`src/rtl/uart_cmd_parser_if.sv`:
```
// Signal bundle between the command parser, uart_ctrl and the IIC EEPROM controller.
// The master side is the parser; the slave side is everything it talks to.
interface uart_cmd_parser_if;
  logic [7:0]  rx_dat;
  logic        rx_rdy;
  logic        tx_en;
  logic [7:0]  tx_dat;
  logic        ee_req;
  logic        ee_wr;
  logic [15:0] ee_addr;
  logic [7:0]  ee_wdat;
  logic        ee_done;
  logic [7:0]  ee_rdat;

  modport master (
    input  rx_dat, rx_rdy, ee_done, ee_rdat,
    output tx_en, tx_dat, ee_req, ee_wr, ee_addr, ee_wdat
  );

  modport slave (
    output rx_dat, rx_rdy, ee_done, ee_rdat,
    input  tx_en, tx_dat, ee_req, ee_wr, ee_addr, ee_wdat
  );
endinterface

```
`src/rtl/uart_cmd_parser.sv`:
```
// Host command parser: turns 0x55-framed uart bytes into one EEPROM byte access
// and returns a paced status byte (plus read data) through the uart tx port.
module uart_cmd_parser #(
  parameter int TX_GAP     = 2376,
  parameter int RX_TIMEOUT = 50000,
  parameter int GAP_W      = 12,
  parameter int TMO_W      = 16
) (
  input  logic               clk,
  input  logic               rst_n,
  uart_cmd_parser_if.master  bus
);

  typedef enum logic [3:0] {
    IDLE, CMD, AH, AL, DAT, REQ, WAIT, RSP0, RSP1
  } state_t;

  localparam logic [7:0] SYNC       = 8'h55;
  localparam logic [7:0] CMD_WR     = 8'h01;
  localparam logic [7:0] CMD_RD     = 8'h02;
  localparam logic [7:0] ST_OK      = 8'hAA;
  localparam logic [7:0] ST_BADCMD  = 8'hEE;
  localparam logic [7:0] ST_TIMEOUT = 8'hEF;

  localparam logic [GAP_W-1:0] GAP_RELOAD = GAP_W'(TX_GAP - 1);
  localparam logic [TMO_W-1:0] TMO_LIMIT  = TMO_W'(RX_TIMEOUT);

  state_t           state;
  logic             rx_rdy_q;
  logic             is_wr;
  logic [15:0]      addr;
  logic [7:0]       wdat;
  logic [7:0]       rdat;
  logic [7:0]       status;
  logic [GAP_W-1:0] gap_cnt;
  logic [TMO_W-1:0] tmo_cnt;

  logic byte_stb;
  logic gap_free;
  logic tmo_active;
  logic tmo_exp;

  assign byte_stb   = bus.rx_rdy & ~rx_rdy_q;
  assign gap_free   = (gap_cnt == '0);
  assign tmo_active = (state == CMD) || (state == AH) || (state == AL) || (state == DAT);
  assign tmo_exp    = tmo_active && (tmo_cnt == TMO_LIMIT);

  always_ff @(posedge clk or negedge rst_n) begin
    if (!rst_n) begin
      state       <= IDLE;
      // A level already high when reset releases must not look like a new byte.
      rx_rdy_q    <= 1'b1;
      is_wr       <= 1'b0;
      addr        <= '0;
      wdat        <= '0;
      rdat        <= '0;
      status      <= '0;
      gap_cnt     <= '0;
      tmo_cnt     <= '0;
      bus.tx_en   <= 1'b0;
      bus.tx_dat  <= '0;
      bus.ee_req  <= 1'b0;
      bus.ee_wr   <= 1'b0;
      bus.ee_addr <= '0;
      bus.ee_wdat <= '0;
    end else begin
      rx_rdy_q   <= bus.rx_rdy;
      // NOTE: non-blocking defaults first; a later assignment in the case below
      // overrides them for this edge (pulses clear, counters reload).
      bus.tx_en  <= 1'b0;
      bus.ee_req <= 1'b0;
      if (!gap_free) gap_cnt <= gap_cnt - 1'b1;
      if (!tmo_active || byte_stb) tmo_cnt <= '0;
      else                         tmo_cnt <= tmo_cnt + 1'b1;

      case (state)
        IDLE: if (byte_stb && bus.rx_dat == SYNC) state <= CMD;

        CMD, AH, AL, DAT: begin
          if (tmo_exp) begin
            status <= ST_TIMEOUT;
            state  <= RSP0;
          end else if (byte_stb) begin
            case (state)
              CMD: begin
                if (bus.rx_dat == CMD_WR || bus.rx_dat == CMD_RD) begin
                  is_wr <= (bus.rx_dat == CMD_WR);
                  state <= AH;
                end else begin
                  status <= ST_BADCMD;
                  state  <= RSP0;
                end
              end
              AH: begin
                addr[15:8] <= bus.rx_dat;
                state      <= AL;
              end
              AL: begin
                addr[7:0] <= bus.rx_dat;
                state     <= is_wr ? DAT : REQ;
              end
              default: begin
                wdat  <= bus.rx_dat;
                state <= REQ;
              end
            endcase
          end
        end

        REQ: begin
          bus.ee_req  <= 1'b1;
          bus.ee_wr   <= is_wr;
          bus.ee_addr <= addr;
          bus.ee_wdat <= wdat;
          state       <= WAIT;
        end

        // Respond in the cycle after ee_done when pacing already allows it.
        WAIT: if (bus.ee_done) begin
          rdat   <= bus.ee_rdat;
          status <= ST_OK;
          if (gap_free) begin
            bus.tx_en  <= 1'b1;
            bus.tx_dat <= ST_OK;
            gap_cnt    <= GAP_RELOAD;
            state      <= is_wr ? IDLE : RSP1;
          end else begin
            state <= RSP0;
          end
        end

        RSP0: if (gap_free) begin
          bus.tx_en  <= 1'b1;
          bus.tx_dat <= status;
          gap_cnt    <= GAP_RELOAD;
          state      <= (status == ST_OK && !is_wr) ? RSP1 : IDLE;
        end

        RSP1: if (gap_free) begin
          bus.tx_en  <= 1'b1;
          bus.tx_dat <= rdat;
          gap_cnt    <= GAP_RELOAD;
          state      <= IDLE;
        end

        default: state <= IDLE;
      endcase
    end
  end

endmodule
```
`src/flat_wrapper.sv`:
```
// flat-port wrapper written by rule: the top's interface ports become plain ports
module uart_cmd_parser_flat 
#(
  parameter int TX_GAP     = 2376,
  parameter int RX_TIMEOUT = 50000,
  parameter int GAP_W      = 12,
  parameter int TMO_W      = 16
)
  (clk, rst_n, bus_rx_dat, bus_rx_rdy, bus_ee_done, bus_ee_rdat, bus_tx_en, bus_tx_dat, bus_ee_req, bus_ee_wr, bus_ee_addr, bus_ee_wdat);
  uart_cmd_parser_if bus_i ();
  input  logic clk;
  input  logic rst_n;
  input wire logic [$bits(bus_i.rx_dat)-1:0] bus_rx_dat;
  input wire logic [$bits(bus_i.rx_rdy)-1:0] bus_rx_rdy;
  input wire logic [$bits(bus_i.ee_done)-1:0] bus_ee_done;
  input wire logic [$bits(bus_i.ee_rdat)-1:0] bus_ee_rdat;
  output wire logic [$bits(bus_i.tx_en)-1:0] bus_tx_en;
  output wire logic [$bits(bus_i.tx_dat)-1:0] bus_tx_dat;
  output wire logic [$bits(bus_i.ee_req)-1:0] bus_ee_req;
  output wire logic [$bits(bus_i.ee_wr)-1:0] bus_ee_wr;
  output wire logic [$bits(bus_i.ee_addr)-1:0] bus_ee_addr;
  output wire logic [$bits(bus_i.ee_wdat)-1:0] bus_ee_wdat;
  assign bus_i.rx_dat = bus_rx_dat;
  assign bus_i.rx_rdy = bus_rx_rdy;
  assign bus_i.ee_done = bus_ee_done;
  assign bus_i.ee_rdat = bus_ee_rdat;
  assign bus_tx_en = bus_i.tx_en;
  assign bus_tx_dat = bus_i.tx_dat;
  assign bus_ee_req = bus_i.ee_req;
  assign bus_ee_wr = bus_i.ee_wr;
  assign bus_ee_addr = bus_i.ee_addr;
  assign bus_ee_wdat = bus_i.ee_wdat;
  uart_cmd_parser #(.TX_GAP(TX_GAP), .RX_TIMEOUT(RX_TIMEOUT), .GAP_W(GAP_W), .TMO_W(TMO_W)) u_core (.clk(clk), .rst_n(rst_n), .bus(bus_i));
endmodule
```
`config.mk`:
```
export PLATFORM = sky130hd
export DESIGN_NAME = uart_cmd_parser_flat
export DESIGN_NICKNAME = d
export VERILOG_FILES = /design/src/rtl/uart_cmd_parser_if.sv /design/src/rtl/uart_cmd_parser.sv /design/src/flat_wrapper.sv
export SDC_FILE = /design/constraint.sdc
export NUM_CORES = 1
export LEC_CHECK = 0
export CAP_MARGIN = 20
export CORE_ASPECT_RATIO = 1.75
export CORE_MARGIN = 1.5
export CORE_UTILIZATION = 52
export CTS_BUF_LIST = sky130_fd_sc_hd__clkbuf_4 sky130_fd_sc_hd__clkbuf_8
export DETAILED_ROUTE_END_ITERATION = 8
export PLACE_DENSITY = 0.78
export SYNTH_ARGS = -nofsm -noshare
export SYNTH_HDL_FRONTEND = slang
export SYNTH_SLANG_ARGS = --single-unit
export TNS_END_PERCENT = 1
```
`constraint.sdc`:
```
create_clock -name clk -period 2.25 [get_ports clk]
set_input_delay 0.45 -clock clk [delete_from_list [all_inputs] [get_ports clk]]
set_output_delay 0.45 -clock clk [all_outputs]
set_load 0.05 [all_outputs]
```
==> results.cfg <==
[logic_synthesis]
yosys.area.top_type_share_pct = 55.2
synth_register_bits = 104
largest_family_of_logic_cells_by_synthesized_area = simple AND/OR/NAND/NOR gates
asyncSetResetFlopFracSynth_pct = 100
synth-edff-count = 0
synth.cell_area_sq_mm = 0.00467
post_synthesis_net_count = 410
synth_cell_types = 57
synth-simple-area-share_pct = 14.6
netlist.top_cell.by_area = sky130_fd_sc_hd__dfrtp_1
synthXorXnorAreaFrac_pct = 3.75
synth_compound_gate_area_share_pct = 7.10
synth_mux_area_share_pct = 14.6
synth_top_area_cells = sky130_fd_sc_hd__dfrtp_1, sky130_fd_sc_hd__mux2_2, sky130_fd_sc_hd__nor2_1, sky130_fd_sc_hd__xnor2_1, sky130_fd_sc_hd__a21oi_1
synth_fa_ha_area_share_pct = 1.34
yosysWarningCount = 0
ys_seq_area_share_pct = 55.8
post_synth_inst_count = 385
syn_avg_cell_area_sq_um = 12.1
most_used_dff_post_synth = sky130_fd_sc_hd__dfrtp_1

[setup_path]
worst-setup-path-type = flop to flop
cp_slowest_cell = sky130_fd_sc_hd__or4b_4
worstPathArrival_ns = 2.48
cp_max_fo = 16
crit_path_start_kind = flop
slowest_delay_ns = 0.46
path_cells = inv_2, ha_4, or4b_4, nor4_4, buf_4, inv_6, buf_4, a21oi_4, buf_12, nor2_1, a21oi_1
worst_ep_required_time_ns = 2.56
timing.critical_path.to_type = flop
critPathMostFrequentCell = sky130_fd_sc_hd__buf_4

[cells_and_area]
drive_above_1_share_pct = 27.3
nNetsFinal = 493
fillers = 695
antennaDiodeCount = 0
layout.cell_area.non_filler_sq_mm = 0.00578
final_core_utilization_pct = 66.7
layout-area-overhead-vs-synth_pct = 23.8

[sta]
worst-slew-pin-transition_ns = 0.560
max_freq_mhz = 461
finalWorstSetupSlack_ns = 0.0818
period_utilization_pct = 96.4
timing.final.hold_violations = 0
min_period_ns = 2.17
final-setup-viol-count = 0
clock-skew-final_ns = 0.0124
slew-limit-headroom_pct = 62.5
final_max_slew_viol_count = 0

[place]
finalWeightedCongestion = 0.844
post-place-ws_ns = -0.229
dpl-instance-area_sq_mm = 0.00556
count_of_buffers_inserted_at_the_top_level_ports = 54
place.detailed.hpwl_um = 7030

[routing]
detail_route.first_pass.iterations = 4
drt_first_iter_violations = 129
drt-vias-per-instance = 5.56
route.antenna.remaining_nets = 0
totalWireLength_um = 9630
detailroute.via_count = 3278
wire_per_inst_um = 16.3
drc = 0

[clock_tree]
tritoncts = built
clk-insertion-delay-late_ns = 0.39
clock_tree.buffer_depth = 2
clkTransAtPathRegs_ns = 0.10
postCtsHoldBufs = 0
htree_num_levels = 3
cts_root_buffer = sky130_fd_sc_hd__clkbuf_8
cts-buffers-inserted = 9
cts_num_sinks = 104

[die]
starting_utilization_of_the_core_area_pct = 53.8
die_h_um = 128
core-area_sq_mm = 0.00867
floorplan.die.width_um = 74.6
rows = 45
boundaryPins = 55
dieArea_sq_mm = 0.00957

[global_route]
grt_start_max_net_pins = 46
first_global_vias = 3449
grt.total_usage_pct = 22.4
grt.overflow.total = 0
grt_pass1_wl_um = 16300
initial_antenna_violation_count = 0

[outcome]
status = finished clean

[hold_path]
min-delay-path-class = primary input to asynchronous set/reset pin

[power_and_ir_drop]
leakagePower_nw = 2.54
ir_drop_uv = 463
power.density_mw_per_mm2 = 538

[run]
max-cap-violations = 0
-- through the flow --
stage          total power (W)  hold slack (ns)  TNS (ns)  std cells
2_1_floorplan          0.00192            0.154         0        385
3_3_place_gp           0.00201            0.450    -0.245        574
3_5_place_dp           0.00201            0.448    -0.710        574
4_1_cts                0.00315           0.0274  -0.00734        590
5_1_grt                0.00322           0.0601   -0.0280        590
6_report               0.00311           0.0212         0        590
-- worst max-delay path, delay by kind of cell, from the launching register on --
| family | cells | cell delay, ns |
|---|---|---|
| adder cells (fa/ha/maj) | 1 | 0.13 |
| AND/OR/NAND/NOR | 3 | 0.70 |
| buffers and inverters | 5 | 0.60 |
| flip-flops | 1 | 0.41 |
| AO/OA/AOI/OAI | 2 | 0.25 |
-- what timing repair did --
| item | in CTS | in global routing |
|---|---|---|
| setup endpoints to repair | 1 | 11 |
| setup buffers | 0 | 1 |
| gates resized for setup | 2 | 5 |
| cloned | 0 | 0 |
| pin swaps | 0 | 3 |
-- cells by family (layout without fill, tap and decap cells) --
family / Yosys count / in the layout
and+or+nand+nor: 120 / 120
xor gates and xnor gates: 20 / 20
AOI/OAI and AO/OA: 47 / 47
buffers and inverters: 29 / 117
DFF: 104 / 104
adders and majority gates: 5 / 5
muxes: 60 / 60
-- cell usage in the layout, fill, tap and decap left out, types with 7 or more instances in the layout --
cell type | netlist | final
sky130_fd_sc_hd__a21oi_1 | 20 | 20
sky130_fd_sc_hd__buf_4 | 0 | 33
sky130_fd_sc_hd__clkbuf_8 | 0 | 9
sky130_fd_sc_hd__clkdlybuf4s50_1 | 0 | 53
sky130_fd_sc_hd__dfrtp_1 | 103 | 103
sky130_fd_sc_hd__inv_1 | 11 | 9
sky130_fd_sc_hd__mux2_2 | 59 | 59
sky130_fd_sc_hd__nand2_1 | 16 | 16
sky130_fd_sc_hd__nand4_1 | 7 | 7
sky130_fd_sc_hd__nor2_1 | 38 | 38
sky130_fd_sc_hd__nor3_1 | 11 | 11
sky130_fd_sc_hd__or3_1 | 7 | 7
sky130_fd_sc_hd__xnor2_1 | 12 | 12
sky130_fd_sc_hd__xor2_1 | 8 | 8
-- area by class of cell --
| class | count | area (sq um) | area share (%) |
|---|---|---|---|
| Inverter | 12 | 50.0 | 0.866 |
| Tap cell | 117 | 146 | 2.53 |
| Sequential cell | 104 | 2600 | 45.1 |
| Timing Repair Buffer | 89 | 830 | 14.4 |
| Clock inverter | 7 | 73.8 | 1.28 |
| Clock buffer | 9 | 124 | 2.14 |
| Multi-Input combinational cell | 252 | 1950 | 33.8 |
-- cell usage after synthesis (4+ instances only) --
cell type / number
sky130_fd_sc_hd__a21oi_1: 20
sky130_fd_sc_hd__buf_2: 4
sky130_fd_sc_hd__clkbuf_1: 11
sky130_fd_sc_hd__dfrtp_1: 103
sky130_fd_sc_hd__ha_1: 5
sky130_fd_sc_hd__inv_1: 11
sky130_fd_sc_hd__mux2_2: 59
sky130_fd_sc_hd__nand2_1: 16
sky130_fd_sc_hd__nand3_1: 6
sky130_fd_sc_hd__nand4_1: 7
sky130_fd_sc_hd__nor2_1: 38
sky130_fd_sc_hd__nor2b_1: 4
sky130_fd_sc_hd__nor3_1: 11
sky130_fd_sc_hd__or3_1: 7
sky130_fd_sc_hd__xnor2_1: 12
sky130_fd_sc_hd__xor2_1: 8
-- routing by layer --
metal  vias up  part of all wire [%]  GRT usage (%)
li1       1536                     -              -
met1      1646                    39           26.7
met2        75                    54           38.0
met3        21                   2.8           2.99
met4         0                   3.7           12.9
met5         -                     0              0
-- state kept, by name (all words and copies together), names as in the netlist --
register / cells
u_core.addr: 16
u_core.bus.ee_addr: 16
u_core.bus.ee_req: 1
u_core.bus.ee_wdat: 8
u_core.bus.ee_wr: 1
u_core.bus.tx_dat: 8
u_core.bus.tx_en: 1
u_core.gap_cnt: 12
u_core.is_wr: 1
u_core.rdat: 8
u_core.rx_rdy_q: 1
u_core.state: 4
u_core.status: 3
u_core.tmo_cnt: 16
u_core.wdat: 8
-- power by group --
part	switching [W]	total (W)	internal, W
combinational	0.0000572	0.000103	0.0000456
clock	0.000699	0.00113	0.000436
sequential	0.000000458	0.00187	0.00187
total	0.000757	0.00311	0.00235
-- final timing paths --
| check | cells past startpoint | to | slack [ns] | from |
|---|---|---|---|---|
| setup / recovery | 11 | u_core.bus.tx_dat[3]$_DFFE_PN0P_ | 0.08 | u_core.gap_cnt[0]$_DFF_PN0_ |
| max in group asynchronous | 2 | u_core.bus.ee_addr[5]$_DFFE_PN0P_ | 1.55 | rst_n |
| hold reg to reg | 1 | u_core.status[5]$_DFFE_PN0P_ | 0.51 | u_core.status[5]$_DFFE_PN0P_ |
| setup reg to reg | 11 | u_core.bus.tx_dat[3]$_DFFE_PN0P_ | 0.08 | u_core.gap_cnt[0]$_DFF_PN0_ |
| hold / removal | 1 | u_core.gap_cnt[7]$_DFF_PN0_ | 0.02 | rst_n |
| min in group clk | 1 | u_core.status[5]$_DFFE_PN0P_ | 0.51 | u_core.status[5]$_DFFE_PN0P_ |
Note: power is estimated with default switching activity, not from simulation.
==> edit 1: new RTL, config.mk and constraints unchanged <==
Reset style: synchronous (`rst_n`), changed in one clocked block.
--- a/src/rtl/uart_cmd_parser.sv
+++ b/src/rtl/uart_cmd_parser.sv
@@ -45,7 +45,7 @@
   assign tmo_active = (state == CMD) || (state == AH) || (state == AL) || (state == DAT);
   assign tmo_exp    = tmo_active && (tmo_cnt == TMO_LIMIT);
 
-  always_ff @(posedge clk or negedge rst_n) begin
+  always_ff @(posedge clk) begin
     if (!rst_n) begin
       state       <= IDLE;
       // A level already high when reset releases must not look like a new byte.
Function: differs if rst_n is asserted again (counterexample within 10 cycles, from zero or initial values and one cycle with rst_n low); with rst_n held inactive, the same outputs for 10 cycles.
==> edit 1 against the original RTL <==
Non-clock buffer count rose by 2; sequential cell count did not move; routed wire length rose by 3.8%; worst setup slack got worse by 0.064 ns; utilization rose by 0.22 points; cell area fell by 3.8%; synthesized area fell by 4.5%; critical path depth fell by 5; largest cell class is now multi-input gates; highest routed layer unchanged.
Power is not compared: it rests on default switching activity, and its combinational part moved more than twofold at a synthesized area within 25%.
==> edit 1: results (changes against the original RTL) <==
* First-pass GRT wire length at 16400 um (+0.42%)
* Total wire length at 10000 um (+3.8%)
* Post-Syn Instances at 514 (+34%)
* Hold Path Class: reg -> reg
* Via count at 3784 (+15%)
* Top Registers: u_core.addr: 16 flops, u_core.bus.ee_addr: 16 flops, u_core.tmo_cnt: 16 flops
* Tot GR Track Use at 0.226 (+0.00176)
* Placed cell count at 697 (+21%)
* CTS buffer count at 9 (unchanged)
* Final std cells w/o fill at 713 (+21%)
* Ant. Diodes at 0 (unchanged)
* Root buf cell: clkbuf_8
* Pre-CTS setup slack at -0.233 ns (-0.00453 ns)
* DR iter-0 viols at 161 (+25%)
* Async SR Flop Fraction at 0 (-1.00)
* H-tree depth at 3 (unchanged)
* Initial antenna violation count at 0 (unchanged)
* Synth area leaders: dfxtp_1 (47%), nand2_1 (8.8%), a21boi_0 (6.2%)
* Clock Skew at 0.0102 ns (-0.00221 ns)
* Leak Pwr at 2.01 nW
* Outcome: completed
* Library cells used by synthesis at 49 (-14%)
* Sw Pwr at 1.13 mW
* Largest net degree at the start of global routing at 58 (+26%)
* Worst slew pin tran at 0.536 ns (-0.0245 ns)
* Filler instances at 679 (-2.3%)
* Commonest cells post-synth: dfxtp_1 (104), nand2_1 (104), a21boi_0 (37), nor2_1 (37), nor2b_1 (28)
* Max Root-Sink Buffers at 2 (unchanged)
* HPWL Detailed at 7230 um (+2.9%)
* Layout cells sized above 1 at 0.104 (-0.169)
* Synth warn at 0 (unchanged)
* Crit-path max FO at 5 (-11)
* Syn Nets at 539 (+31%)
* Worst vdd rail ir drop at 0.478 mV
* Final net count at 618 (+25%)
* Number of global-route vias before repair at 3738 (+8.4%)
* Worst skew pair latency at 0.37 ns (-0.02 ns)
* Post-synthesis sequential area ratio at 0.467 (-0.0909)
* GP Congestion at 0.905 (+7.3%)
* Clock transition at path regs at 0.10 ns (about the same)
* DRT Pass-1 Iters at 4 (unchanged)
* Port Buffers at 54 (unchanged)
* Postcts setup bufs at 0 (unchanged)
==> edit 1: cell types whose count changed in the layout (fill, tap and decap cells not counted), sizes merged, moves of 5 or more <==
cell and change:
dfxtp +104, dfrtp -103, nand2 +88, mux2 -60
a21boi +37, mux2i +24, nor2b +24, o21ai +8
a21oi -6, and2 +5
==> edit 1: per-stage QoR <==
stage                     utilization  hold WS [ns]  setup TNS, ns  area (sq um)
after global routing            0.669         0.479        -0.0493          5560
after detailed placement        0.642         0.450          -2.27          5340
after CTS                       0.668         0.468              0          5550
after floorplan                     -         0.430              0          4460
after global placement          0.642         0.449          -1.34          5340
final                           0.669         0.468              0          5560
==> edit 1: worst paths after layout <==
path / slack (ns) / depth (start not counted) / from / end
hold reg to reg: 0.47 / 2 / u_core.bus.ee_addr[13] / u_core.bus.ee_addr[13]
hold / removal: 0.47 / 2 / u_core.bus.ee_addr[13] / u_core.bus.ee_addr[13]
setup / recovery: 0.02 / 6 / u_core.tmo_cnt[3] / u_core.state[1]
setup reg to reg: 0.02 / 6 / u_core.tmo_cnt[3] / u_core.state[1]
==> edit 1: cells by family (layout without fill, tap and decap cells) <==
| family | Yosys count | in the layout | share of synthesized area |
|---|---|---|---|
| muxes | 24 | 24 | 0.0539 |
| buffers and inverters | 37 | 121 | 0.0331 |
| and+or+nand+nor | 231 | 231 | 0.244 |
| xor gates and xnor gates | 19 | 19 | 0.0373 |
| adders and majority gates | 5 | 5 | 0.0140 |
| AOI/OAI and AO/OA | 94 | 94 | 0.150 |
| DFF | 104 | 104 | 0.467 |
==> edit 1: critical path, cell delays in order, from the launching register on <==
cell and delay (ns):
dfxtp_1 0.32, or4_1 0.54, or4_4 0.61, buf_4 0.18
o41ai_2 0.22, a21oi_1 0.11, o22ai_1 0.17
==> edit 1: layout make-up <==
cell class              instances  area, sq um  share of cell area
inverters                      14         52.6             0.00945
clock inverters                 7         77.6              0.0140
well taps                     115          144              0.0259
flip-flops and latches        104         2080               0.375
multi-input cells             373         2250               0.405
repair buffers                 91          826               0.149
clock buffers                   9          124              0.0223
==> edit 1: what timing repair did <==
item,CTS,global route
setup endpoints to repair,12,8
resized for setup,2,3
pin swaps,1,2
endpoints found under the hold margin,0,0
==> edit 1: layer usage <==
metal | track usage | routed length [um]
met1 | 0.244 | 4130
met2 | 0.401 | 5180
met3 | 0.0314 | 317
met4 | 0.137 | 363
met5 | 0 | 0
==> edit 1: power groups by stage <==
stage / logic, mW / registers, mW / clock network, mW
global route: 0.829 / 2.01 / 1.29
detailed placement: 0.740 / 2.04 / 0
finish: 0.738 / 2.00 / 1.20
CTS: 0.746 / 2.00 / 1.22
floorplan: 0.519 / 2.02 / 0
global placement: 0.708 / 2.03 / 0
==> edit 2: new RTL, same flow settings <==
Without the edit above. `TMO_W` is set to 16 in 2 places; all go to 32.
--- a/src/rtl/uart_cmd_parser.sv
+++ b/src/rtl/uart_cmd_parser.sv
@@ -4,7 +4,7 @@
   parameter int TX_GAP     = 2376,
   parameter int RX_TIMEOUT = 50000,
   parameter int GAP_W      = 12,
-  parameter int TMO_W      = 16
+  parameter int TMO_W      = 32
 ) (
   input  logic               clk,
   input  logic               rst_n,
--- a/src/flat_wrapper.sv
+++ b/src/flat_wrapper.sv
@@ -4,7 +4,7 @@
   parameter int TX_GAP     = 2376,
   parameter int RX_TIMEOUT = 50000,
   parameter int GAP_W      = 12,
-  parameter int TMO_W      = 16
+  parameter int TMO_W      = 32
 )
   (clk, rst_n, bus_rx_dat, bus_rx_rdy, bus_ee_done, bus_ee_rdat, bus_tx_en, bus_tx_dat, bus_ee_req, bus_ee_wr, bus_ee_addr, bus_ee_wdat);
   uart_cmd_parser_if bus_i ();
Function: no difference found for any inputs over 10 cycles, from zero or initial values and one cycle with rst_n low; that may be too few to reach the edited logic, so the function may still have changed.
==> edit 2 against the original RTL <==
Routed wire length is 26% higher; synthesized area is 17% higher; via count is 20% higher; first-iteration DRC count is 7.0% higher; sequential cell count is 16 higher; cell area is 16% higher; worst setup slack better by 0.080 ns.
Power is not compared: it rests on default switching activity, and its combinational part moved more than twofold at a synthesized area within 25%.
==> edit 2: results (changes against the original RTL) <==
* Layout cells sized above 1 at 0.243 (-0.0301)
* Number of global-route vias before repair at 4165 (+21%)
* Area share of fa/ha/maj cells after synthesis at 0.0115 (-0.00191)
* H-tree depth at 4 (+1)
* RR Endpoint: u_core.wdat[7]
* Worst setup startpoint: u_core.bus.ee_addr[1]
* Placed cell areas at 6310 sq um (+14%)
* CP arrival at 1.64 ns (-0.84 ns)
* DR iter-0 viols at 138 (+7.0%)
* Final net count at 585 (+19%)
* Tot GR Track Use at 0.239 (+0.0143)
* R2R setup slack at 0.16 ns (+0.08 ns)
* Pre-CTS setup slack at -0.0467 ns (+0.182 ns)
* Slew HR at 0.510 (-0.116)
* Complex-gate fraction of the synthesized area at 0.0568 (-0.0143)
* Worst skew pair latency at 0.43 ns (+0.04 ns)
* Clock transition at path regs at 0.07 ns (-0.03 ns)
* HPWL Detailed at 8560 um (+22%)
* DRT Pass-1 Iters at 5 (+1)
* DR vias/cell at 5.62 (+1.1%)
* GP Congestion at 0.858 (+1.7%)
* Max Clock Freq at 479 MHz (+3.8%)
* Outcome: completed
* Placed cell count at 667 (+16%)
* GR Util met1 at 0.271 (+0.00457)
* Mapped Area at 5440 sq um (+17%)
* Synth Area in XOR/XNOR at 0.0595 (+0.0220)
* Drt wl/cell at 17.3 um (+6.0%)
## edit 2: timing repair
item	in CTS	in global routing
gates resized for setup	3	3
endpoints found under the hold margin	30	0
hold buffers	1	0
endpoints found under the setup margin	24	20
## edit 2: layer usage
| layer | part of all wire | wire length (um) |
|---|---|---|
| met5 | 0 | 0 |
| met4 | 0.023 | 280 |
| met3 | 0.038 | 457 |
| met2 | 0.57 | 6850 |
| met1 | 0.37 | 4530 |
## edit 2: report_power, final
group	total, mW	internal [mW]	switching (mW)
Combinational	2.70	1.14	1.56
Clock	1.79	0.920	0.872
Sequential	3.05	2.70	0.358
Total	7.55	4.76	2.79
## edit 2: area by class of cell
class	count	share of cell area
clock inverter	12	0.0158
clock buffer	20	0.0391
multi-input combinational	325	0.351
tap	127	0.0237
sequential	120	0.447
inverter	11	0.00615
timing repair buffer	85	0.117
## edit 2: worst register-to-register path: cells and delay by family, from the launching register on
kind / cells / cell delay, ns
flops: 1 / 0.42
buf+inv: 1 / 0.16
mux: 1 / 0.37
simple gates: 4 / 1.02
